[src/rtl/dram_pkg.sv]
`default_nettype none
// ============================================================================
// Package     : dram_pkg
// Description : Shared constants, burst type and data-path FSM state encoding
//               for the device-side DQ/DQS/DM responder.
// Revision    : 1.0 - initial release
// ============================================================================
package dram_pkg;

  localparam int DQ_W = 8;   // data pins per beat
  localparam int BL   = 8;   // beats per burst (power of 2)
  localparam int WL   = 4;   // write latency, >= 1
  localparam int RL   = 6;   // read latency, >= 2

  localparam int BEAT_W  = $clog2(BL);
  localparam int MAX_LAT = (WL > RL) ? WL : RL;
  // Sized so a full latency-plus-burst sequence never wraps.
  localparam int CNT_W   = $clog2(MAX_LAT + BL) + 1;

  typedef logic [BL*DQ_W-1:0] burst_t;

  typedef enum logic [2:0] {
    ST_IDLE     = 3'd0,
    ST_WR_WAIT  = 3'd1,
    ST_WR_BURST = 3'd2,
    ST_RD_WAIT  = 3'd3,
    ST_RD_PRE   = 3'd4,
    ST_RD_BURST = 3'd5,
    ST_RD_POST  = 3'd6
  } dq_state_t;

  // Sequential wrap ordering: beat k lands on array index (col + k) mod BL.
  function automatic logic [BEAT_W-1:0] beat_index(input logic [BEAT_W-1:0] col,
                                                   input logic [BEAT_W-1:0] k);
    return col + k;
  endfunction

endpackage
`default_nettype wire

[src/rtl/dram_beat_counter.sv]
`default_nettype none
// ============================================================================
// Module      : dram_beat_counter
// Description : Latency/beat sequencer. load_i starts a wait phase of lat_i
//               cycles (lat_i >= 1); wait_last_o flags its final cycle.
//               start_i begins a burst phase counting beats 0..BL-1;
//               beat_last_o flags beat BL-1, after which the counter idles.
// Revision    : 1.0 - initial release
// Ports       : clk_i, nrst_i   clock, synchronous active-low reset
//               load_i, lat_i   begin wait phase of lat_i cycles
//               start_i         begin burst phase at beat 0
//               wait_last_o     last cycle of wait phase
//               beat_o          current beat index k
//               beat_last_o     current beat is BL-1
// ============================================================================
module dram_beat_counter
  import dram_pkg::*;
(
  input  logic              clk_i,
  input  logic              nrst_i,
  input  logic              load_i,
  input  logic [CNT_W-1:0]  lat_i,
  input  logic              start_i,
  output logic              wait_last_o,
  output logic [BEAT_W-1:0] beat_o,
  output logic              beat_last_o
);

  typedef enum logic [1:0] {
    PH_IDLE  = 2'd0,
    PH_WAIT  = 2'd1,
    PH_BURST = 2'd2
  } phase_t;

  phase_t           phase_q;
  logic [CNT_W-1:0] cnt_q;

  assign wait_last_o = (phase_q == PH_WAIT)  && (cnt_q == '0);
  assign beat_last_o = (phase_q == PH_BURST) && (cnt_q == CNT_W'(BL-1));
  assign beat_o      = cnt_q[BEAT_W-1:0];

  always_ff @(posedge clk_i) begin
    if (!nrst_i) begin
      phase_q <= PH_IDLE;
      cnt_q   <= '0;
    end else if (load_i) begin
      // Counts remaining wait cycles down to zero.
      phase_q <= PH_WAIT;
      cnt_q   <= lat_i - CNT_W'(1);
    end else if (start_i) begin
      phase_q <= PH_BURST;
      cnt_q   <= '0;
    end else begin
      case (phase_q)
        PH_WAIT: begin
          if (cnt_q == '0) phase_q <= PH_IDLE;
          else             cnt_q   <= cnt_q - CNT_W'(1);
        end
        PH_BURST: begin
          if (beat_last_o) begin
            phase_q <= PH_IDLE;
            cnt_q   <= '0;
          end else begin
            cnt_q <= cnt_q + CNT_W'(1);
          end
        end
        default: ;
      endcase
    end
  end

endmodule
`default_nettype wire

[src/rtl/dram_dq_responder.sv]
`default_nettype none
// ============================================================================
// Module      : dram_dq_responder
// Description : Device-side DQ/DQS/DM data-path responder. Captures write
//               bursts WL cycles after wr_cmd and drives read bursts RL cycles
//               after rd_cmd with a one-cycle DQS preamble and postamble.
// Revision    : 1.0 - initial release
// Ports       : clk_i, nrst_i        clock, synchronous active-low reset
//               wr_cmd_i, rd_cmd_i   one-cycle command strobes
//               col_choice_i         starting beat (sequential wrap)
//               rd_data_i            read burst from array, latched on accept
//               dq_in_i, dqs_t_in_i, dm_n_in_i   controller write pins
//               dq_out_o, dq_oe_o    read beat and DQ enable
//               dqs_t_out_o, dqs_c_out_o, dqs_oe_o   read strobe pair/enable
//               wr_data_o, wr_mask_o, wr_valid_o     assembled write burst
//               busy_o               state != IDLE
//               cmd_err_o            pulse: command dropped
//               strobe_err_o         sticky: write strobe phase wrong
// ============================================================================
module dram_dq_responder
  import dram_pkg::*;
(
  input  logic              clk_i,
  input  logic              nrst_i,
  input  logic              wr_cmd_i,
  input  logic              rd_cmd_i,
  input  logic [BEAT_W-1:0] col_choice_i,
  input  logic [BL*DQ_W-1:0] rd_data_i,
  input  logic [DQ_W-1:0]   dq_in_i,
  input  logic              dqs_t_in_i,
  input  logic              dm_n_in_i,
  output logic [DQ_W-1:0]   dq_out_o,
  output logic              dq_oe_o,
  output logic              dqs_t_out_o,
  output logic              dqs_c_out_o,
  output logic              dqs_oe_o,
  output logic [BL*DQ_W-1:0] wr_data_o,
  output logic [BL-1:0]     wr_mask_o,
  output logic              wr_valid_o,
  output logic              busy_o,
  output logic              cmd_err_o,
  output logic              strobe_err_o
);

  dq_state_t         state_q, state_d;
  logic [BEAT_W-1:0] col_q;
  burst_t            rd_buf_q;
  burst_t            wr_data_q;
  logic [BL-1:0]     wr_mask_q;
  logic              wr_valid_q;
  logic              strobe_err_q;
  logic              cmd_err_q, cmd_err_d;
  logic [DQ_W-1:0]   dq_out_q, dq_out_d;
  logic              dq_oe_q, dq_oe_d;
  logic              dqs_oe_q, dqs_oe_d;
  logic              dqs_t_q, dqs_t_d;
  logic              dqs_c_q, dqs_c_d;

  logic              cnt_load, cnt_start, accept_rd;
  logic [CNT_W-1:0]  cnt_lat;
  logic              wait_last, beat_last;
  logic [BEAT_W-1:0] beat, beat_d;
  logic [BEAT_W-1:0] wr_idx, rd_idx;

  dram_beat_counter u_beat_counter (
    .clk_i       (clk_i),
    .nrst_i      (nrst_i),
    .load_i      (cnt_load),
    .lat_i       (cnt_lat),
    .start_i     (cnt_start),
    .wait_last_o (wait_last),
    .beat_o      (beat),
    .beat_last_o (beat_last)
  );

  assign wr_idx = beat_index(col_q, beat);
  assign rd_idx = beat_index(col_q, beat_d);

  always_comb begin
    state_d   = state_q;
    cnt_load  = 1'b0;
    cnt_lat   = '0;
    cnt_start = 1'b0;
    accept_rd = 1'b0;
    cmd_err_d = 1'b0;

    case (state_q)
      ST_IDLE: begin
        if (wr_cmd_i && rd_cmd_i) begin
          cmd_err_d = 1'b1;
        end else if (wr_cmd_i) begin
          if (WL > 1) begin
            state_d  = ST_WR_WAIT;
            cnt_load = 1'b1;
            cnt_lat  = CNT_W'(WL-1);
          end else begin
            state_d   = ST_WR_BURST;
            cnt_start = 1'b1;
          end
        end else if (rd_cmd_i) begin
          accept_rd = 1'b1;
          // RL-2 wait cycles, then the single preamble cycle.
          if (RL > 2) begin
            state_d  = ST_RD_WAIT;
            cnt_load = 1'b1;
            cnt_lat  = CNT_W'(RL-2);
          end else begin
            state_d = ST_RD_PRE;
          end
        end
      end
      ST_WR_WAIT: begin
        if (wait_last) begin
          state_d   = ST_WR_BURST;
          cnt_start = 1'b1;
        end
      end
      ST_WR_BURST: if (beat_last) state_d = ST_IDLE;
      ST_RD_WAIT:  if (wait_last) state_d = ST_RD_PRE;
      ST_RD_PRE: begin
        state_d   = ST_RD_BURST;
        cnt_start = 1'b1;
      end
      ST_RD_BURST: if (beat_last) state_d = ST_RD_POST;
      ST_RD_POST:  state_d = ST_IDLE;
      default:     state_d = ST_IDLE;
    endcase

    if ((state_q != ST_IDLE) && (wr_cmd_i || rd_cmd_i)) cmd_err_d = 1'b1;

    // Pad outputs are registered, so they are computed for the next state
    // and the beat the counter will hold in it.
    beat_d   = cnt_start ? '0 : beat + BEAT_W'(1);
    dq_oe_d  = (state_d == ST_RD_BURST);
    dqs_oe_d = (state_d == ST_RD_PRE) || (state_d == ST_RD_BURST) ||
               (state_d == ST_RD_POST);
    dqs_t_d  = dq_oe_d && !beat_d[0];
    dqs_c_d  = dqs_oe_d && !dqs_t_d;
    dq_out_d = dq_oe_d ? rd_buf_q[rd_idx*DQ_W +: DQ_W] : '0;
  end

  always_ff @(posedge clk_i) begin
    if (!nrst_i) begin
      state_q      <= ST_IDLE;
      col_q        <= '0;
      rd_buf_q     <= '0;
      wr_data_q    <= '0;
      wr_mask_q    <= '0;
      wr_valid_q   <= 1'b0;
      strobe_err_q <= 1'b0;
      cmd_err_q    <= 1'b0;
      dq_out_q     <= '0;
      dq_oe_q      <= 1'b0;
      dqs_oe_q     <= 1'b0;
      dqs_t_q      <= 1'b0;
      dqs_c_q      <= 1'b0;
    end else begin
      state_q    <= state_d;
      cmd_err_q  <= cmd_err_d;
      dq_out_q   <= dq_out_d;
      dq_oe_q    <= dq_oe_d;
      dqs_oe_q   <= dqs_oe_d;
      dqs_t_q    <= dqs_t_d;
      dqs_c_q    <= dqs_c_d;
      wr_valid_q <= (state_q == ST_WR_BURST) && beat_last;

      if ((state_q == ST_IDLE) && (state_d != ST_IDLE)) col_q <= col_choice_i;
      if (accept_rd) rd_buf_q <= rd_data_i;

      if (state_q == ST_WR_BURST) begin
        wr_data_q[wr_idx*DQ_W +: DQ_W] <= dq_in_i;
        wr_mask_q[wr_idx]              <= ~dm_n_in_i;
        // Strobe is high on even beats, low on odd beats.
        if (dqs_t_in_i != ~beat[0]) strobe_err_q <= 1'b1;
      end
    end
  end

  assign dq_out_o     = dq_out_q;
  assign dq_oe_o      = dq_oe_q;
  assign dqs_t_out_o  = dqs_t_q;
  assign dqs_c_out_o  = dqs_c_q;
  assign dqs_oe_o     = dqs_oe_q;
  assign wr_data_o    = wr_data_q;
  assign wr_mask_o    = wr_mask_q;
  assign wr_valid_o   = wr_valid_q;
  assign busy_o       = (state_q != ST_IDLE);
  assign cmd_err_o    = cmd_err_q;
  assign strobe_err_o = strobe_err_q;

endmodule
`default_nettype wire

[config.mk]
export PLATFORM = sky130hd
export DESIGN_NAME = dram_dq_responder
export DESIGN_NICKNAME = d
export VERILOG_FILES = /design/src/rtl/dram_pkg.sv /design/src/rtl/dram_beat_counter.sv /design/src/rtl/dram_dq_responder.sv
export SDC_FILE = /design/constraint.sdc
export NUM_CORES = 1
export LEC_CHECK = 0
export CORE_MARGIN = 2
export CORE_UTILIZATION = 50
export DETAILED_ROUTE_END_ITERATION = 7
export GPL_TIMING_DRIVEN = 0
export PLACE_DENSITY = 0.78
export SYNTH_ARGS = -nofsm -noshare
export SYNTH_HDL_FRONTEND = slang
export SYNTH_HIERARCHICAL = 1
export SYNTH_SLANG_ARGS = --single-unit
[constraint.sdc]
create_clock -name clk_i -period 5.2 [get_ports clk_i]
set_clock_uncertainty 0.2 [all_clocks]
set_input_delay 1.04 -clock clk_i [delete_from_list [all_inputs] [get_ports clk_i]]
set_output_delay 1.04 -clock clk_i [all_outputs]
set_load 0.005 [all_outputs]
==> results.cfg <==
[global_routing]
track_usage_pct = 24.2
antenna_found_initial = 0
grt_pass1_vias = 5858
grt_remaining_overflow = 0
grt_first_pass_wirelength_mm = 30.1
grt_max_degree = 17

[pwr]
p_leak_nw = 3.77
powerDensity_nw_per_um2 = 383
vdd_ir_drop_max_v = 0.000289

[logic_synthesis]
synth_adder_area_share_pct = 2.94
synth_xor_area_share_pct = 1.52
synth_edf_count = 0
synth-compound-area-share_pct = 11.8
synth_mux_area_share_pct = 15.4
ys_types = 71
synth_area_leaders = dfxtp_1 45%, nand2_1 11%, mux2i_1 10%
syn_area_um2 = 7330
yosys.area_share.simple_pct = 19.2
avgSynthCellArea_um2 = 9.52
synth_common_cells = 221 x nand2_1, 164 x dfxtp_1, 76 x mux2i_1
synth_area_leader_cell = dfxtp_1
ys_seq_elements = 164
ys_seq_area_share_pct = 44.8
synth_ff_type = dfxtp_1
synth_top_family_by_area = simple AND/OR/NAND/NOR gates
synth_top_cell_area_share_pct = 44.8
netlist_instances = 770
async_flop_share_pct = 0
yosysWarnings = 6
synthMostInstantiatedCell = nand2_1

[final_layout]
seq_area_um2 = 3280
drive_above_1_share_pct = 8.34
instances_no_fill = 1155
fillers = 1138
area_growth_pct = 34.6
fin_area_um2 = 9870
finalNetCount = 1055
multi_input_area_um2 = 3740
diodes = 0

[hold_path]
min_from = wr_data_o[58]$_SDFFE_PN0P_
holdPathEnd = wr_data_o[58]$_SDFFE_PN0P_
holdPathStages = 2
worstHoldPathType = register to register

[detailed_routing]
drt_pass1_iterations = 5
ant_nets = 0
wirelength_mm = 18.5
route.vias.total = 5940
drtIter0Drc = 332
wl_per_cell_um = 16.1
drc_errors = 0
vias_per_cell = 5.14

[die]
initial_core_util_pct = 50.8
rows = 44
core_um2 = 14400
dieArea_um2 = 15600
io-pin-count = 169
fp.dieW_um = 125
die_h_um = 125

[timing]
post-route-period-util_pct = 90.1
tightest_slew_ns = 0.657
setup_viol = 0
hold_violations = 0
finalCriticalPeriod_ns = 4.69
fin_tns_setup_ns = 0
rsz0062_at_grt = false
clock.fmax_mhz = 213
max_slew_margin_pct = 55.9
maxSlewViolCount = 0

[worst_setup_path]
worstSetupPathType = register to register
regToRegSetupSlack_ns = 0.51
end_kind = register
worstReg2RegStart = u_beat_counter/cnt_q[1]$_SDFFE_PN0P_
path_max_fanout = 10
critical_path_arrival_ns = 4.77
start_kind = register
r2r_cells = 15
reg2reg_to = dq_out_o[2]$_SDFF_PN0_
required_ns = 5.29

[clock_network]
insertion_delay_ns = 0.43
cts_setup_buffers = 0
clk_pin_slew_ns = 0.06
htreeDepth = 4
cts_sinks = 164
cts_hold_buffers = 0
cts_resized = 0
cts_tree = done
root_buffer = clkbuf_16
clk_path_buf_depth = 2
cts_made_buffers = 17

[place]
gp_congestion = 0.809
dp_hpwl_mm = 13.9
dpl-instance-area_um2 = 9240
placed_cells = 1123
io_buffers = 167

[job]
drv_cap = 0

[outcome]
status = finished, final reports clean
==> sequential cells by signal (all words and copies together), names as in the netlist, 2 cells and up <==
register and cells:
col_q 3, dq_out_o 8, rd_buf_q 64, state_q 3
u_beat_counter/cnt_q 5, u_beat_counter/phase_q 2, wr_data_o 64, wr_mask_o 8
==> routing by layer <==
layer	routed length [µm]	up-vias	GRT usage (%)
met5	0	-	0
met4	447	0	8.69
met3	815	26	4.71
met2	8820	161	39.8
met1	8470	2771	31.9
li1	-	2982	-
==> how the worst max path moves through the flow <==
| stage | slack, ns | end | start |
|---|---|---|---|
| global route | 0.26 | dq_out_o[2]$_SDFF_PN0_ | u_beat_counter/cnt_q[0]$_SDFFE_PN0P_ |
| global placement | 0.66 | dq_out_o[2]$_SDFF_PN0_ | u_beat_counter/cnt_q[0]$_SDFFE_PN0P_ |
| detailed placement | 0.62 | dq_out_o[2]$_SDFF_PN0_ | u_beat_counter/cnt_q[0]$_SDFFE_PN0P_ |
| floorplan | 1.47 | dq_out_o[4]$_SDFF_PN0_ | u_beat_counter/cnt_q[0]$_SDFFE_PN0P_ |
| finish | 0.51 | dq_out_o[2]$_SDFF_PN0_ | u_beat_counter/cnt_q[1]$_SDFFE_PN0P_ |
| CTS | 0.58 | dq_out_o[2]$_SDFF_PN0_ | u_beat_counter/cnt_q[0]$_SDFFE_PN0P_ |
==> per-stage QoR <==
stage / setup slack (ns) / util [%] / power [W] / hold slack, ns
2_1_floorplan: 1.47 / - / 0.00217 / 0.240
5_1_grt: 0.256 / 68.4 / 0.00395 / 0.275
3_3_place_gp: 0.665 / 64.1 / 0.00245 / 0.241
6_report: 0.514 / 68.4 / 0.00378 / 0.259
4_1_cts: 0.576 / 68.4 / 0.00379 / 0.258
3_5_place_dp: 0.623 / 64.1 / 0.00247 / 0.249
==> power breakdown <==
group,leakage (nW),internal [W],switching [W]
Combinational,2.14,0.000482,0.000576
Clock,0.298,0.000820,0.000513
Sequential,1.33,0.00133,0.0000585
==> worst max-delay path: stages, from the launching register on <==
cell and delay [ns]:
dfxtp_1 0.37, inv_1 0.10, ha_1 0.17, or3b_4 0.41, nor3_1 0.47, nor4bb_1 0.46
a21o_1 0.26, nor2_1 0.09, ha_1 0.18, inv_1 0.07, fa_1 0.19, clkbuf_1 0.42
buf_1 0.52, mux4_2 0.42, nand3_1 0.11, mux2i_1 0.08
==> cell type report <==
cell class,instances,area share [%]
inverter,19,0.723
buffer,49,2.47
tap,184,2.33
clock buffer,21,4.57
clock inverter,11,1.78
multi-input combinational,540,37.9
sequential,164,33.3
timing repair buffer,167,16.9
==> cell families (layout without fill, tap and decap cells) <==
family / Yosys count / count (layout)
AND/OR/NAND/NOR: 307 / 307
flip-flops: 164 / 164
AO/OA/AOI/OAI: 111 / 111
multiplexers: 93 / 93
buffers and inverters: 68 / 267
adder cells (fa/ha/maj): 16 / 16
XOR/XNOR: 10 / 10
other: 1 / 3
==> placed cells by master, fill, tap and decap left out, types with 11 or more instances in the layout <==
cell	instances
mux4_2	16
nor2_1	13
clkbuf_16	17
nor3_1	11
dfxtp_1	164
nand3_1	17
ha_1	14
clkbuf_1	31
inv_1	19
a21boi_0	66
nand2_1	221
clkdlybuf4s50_1	167
mux2i_1	76
(Power assumes the default switching activity.)
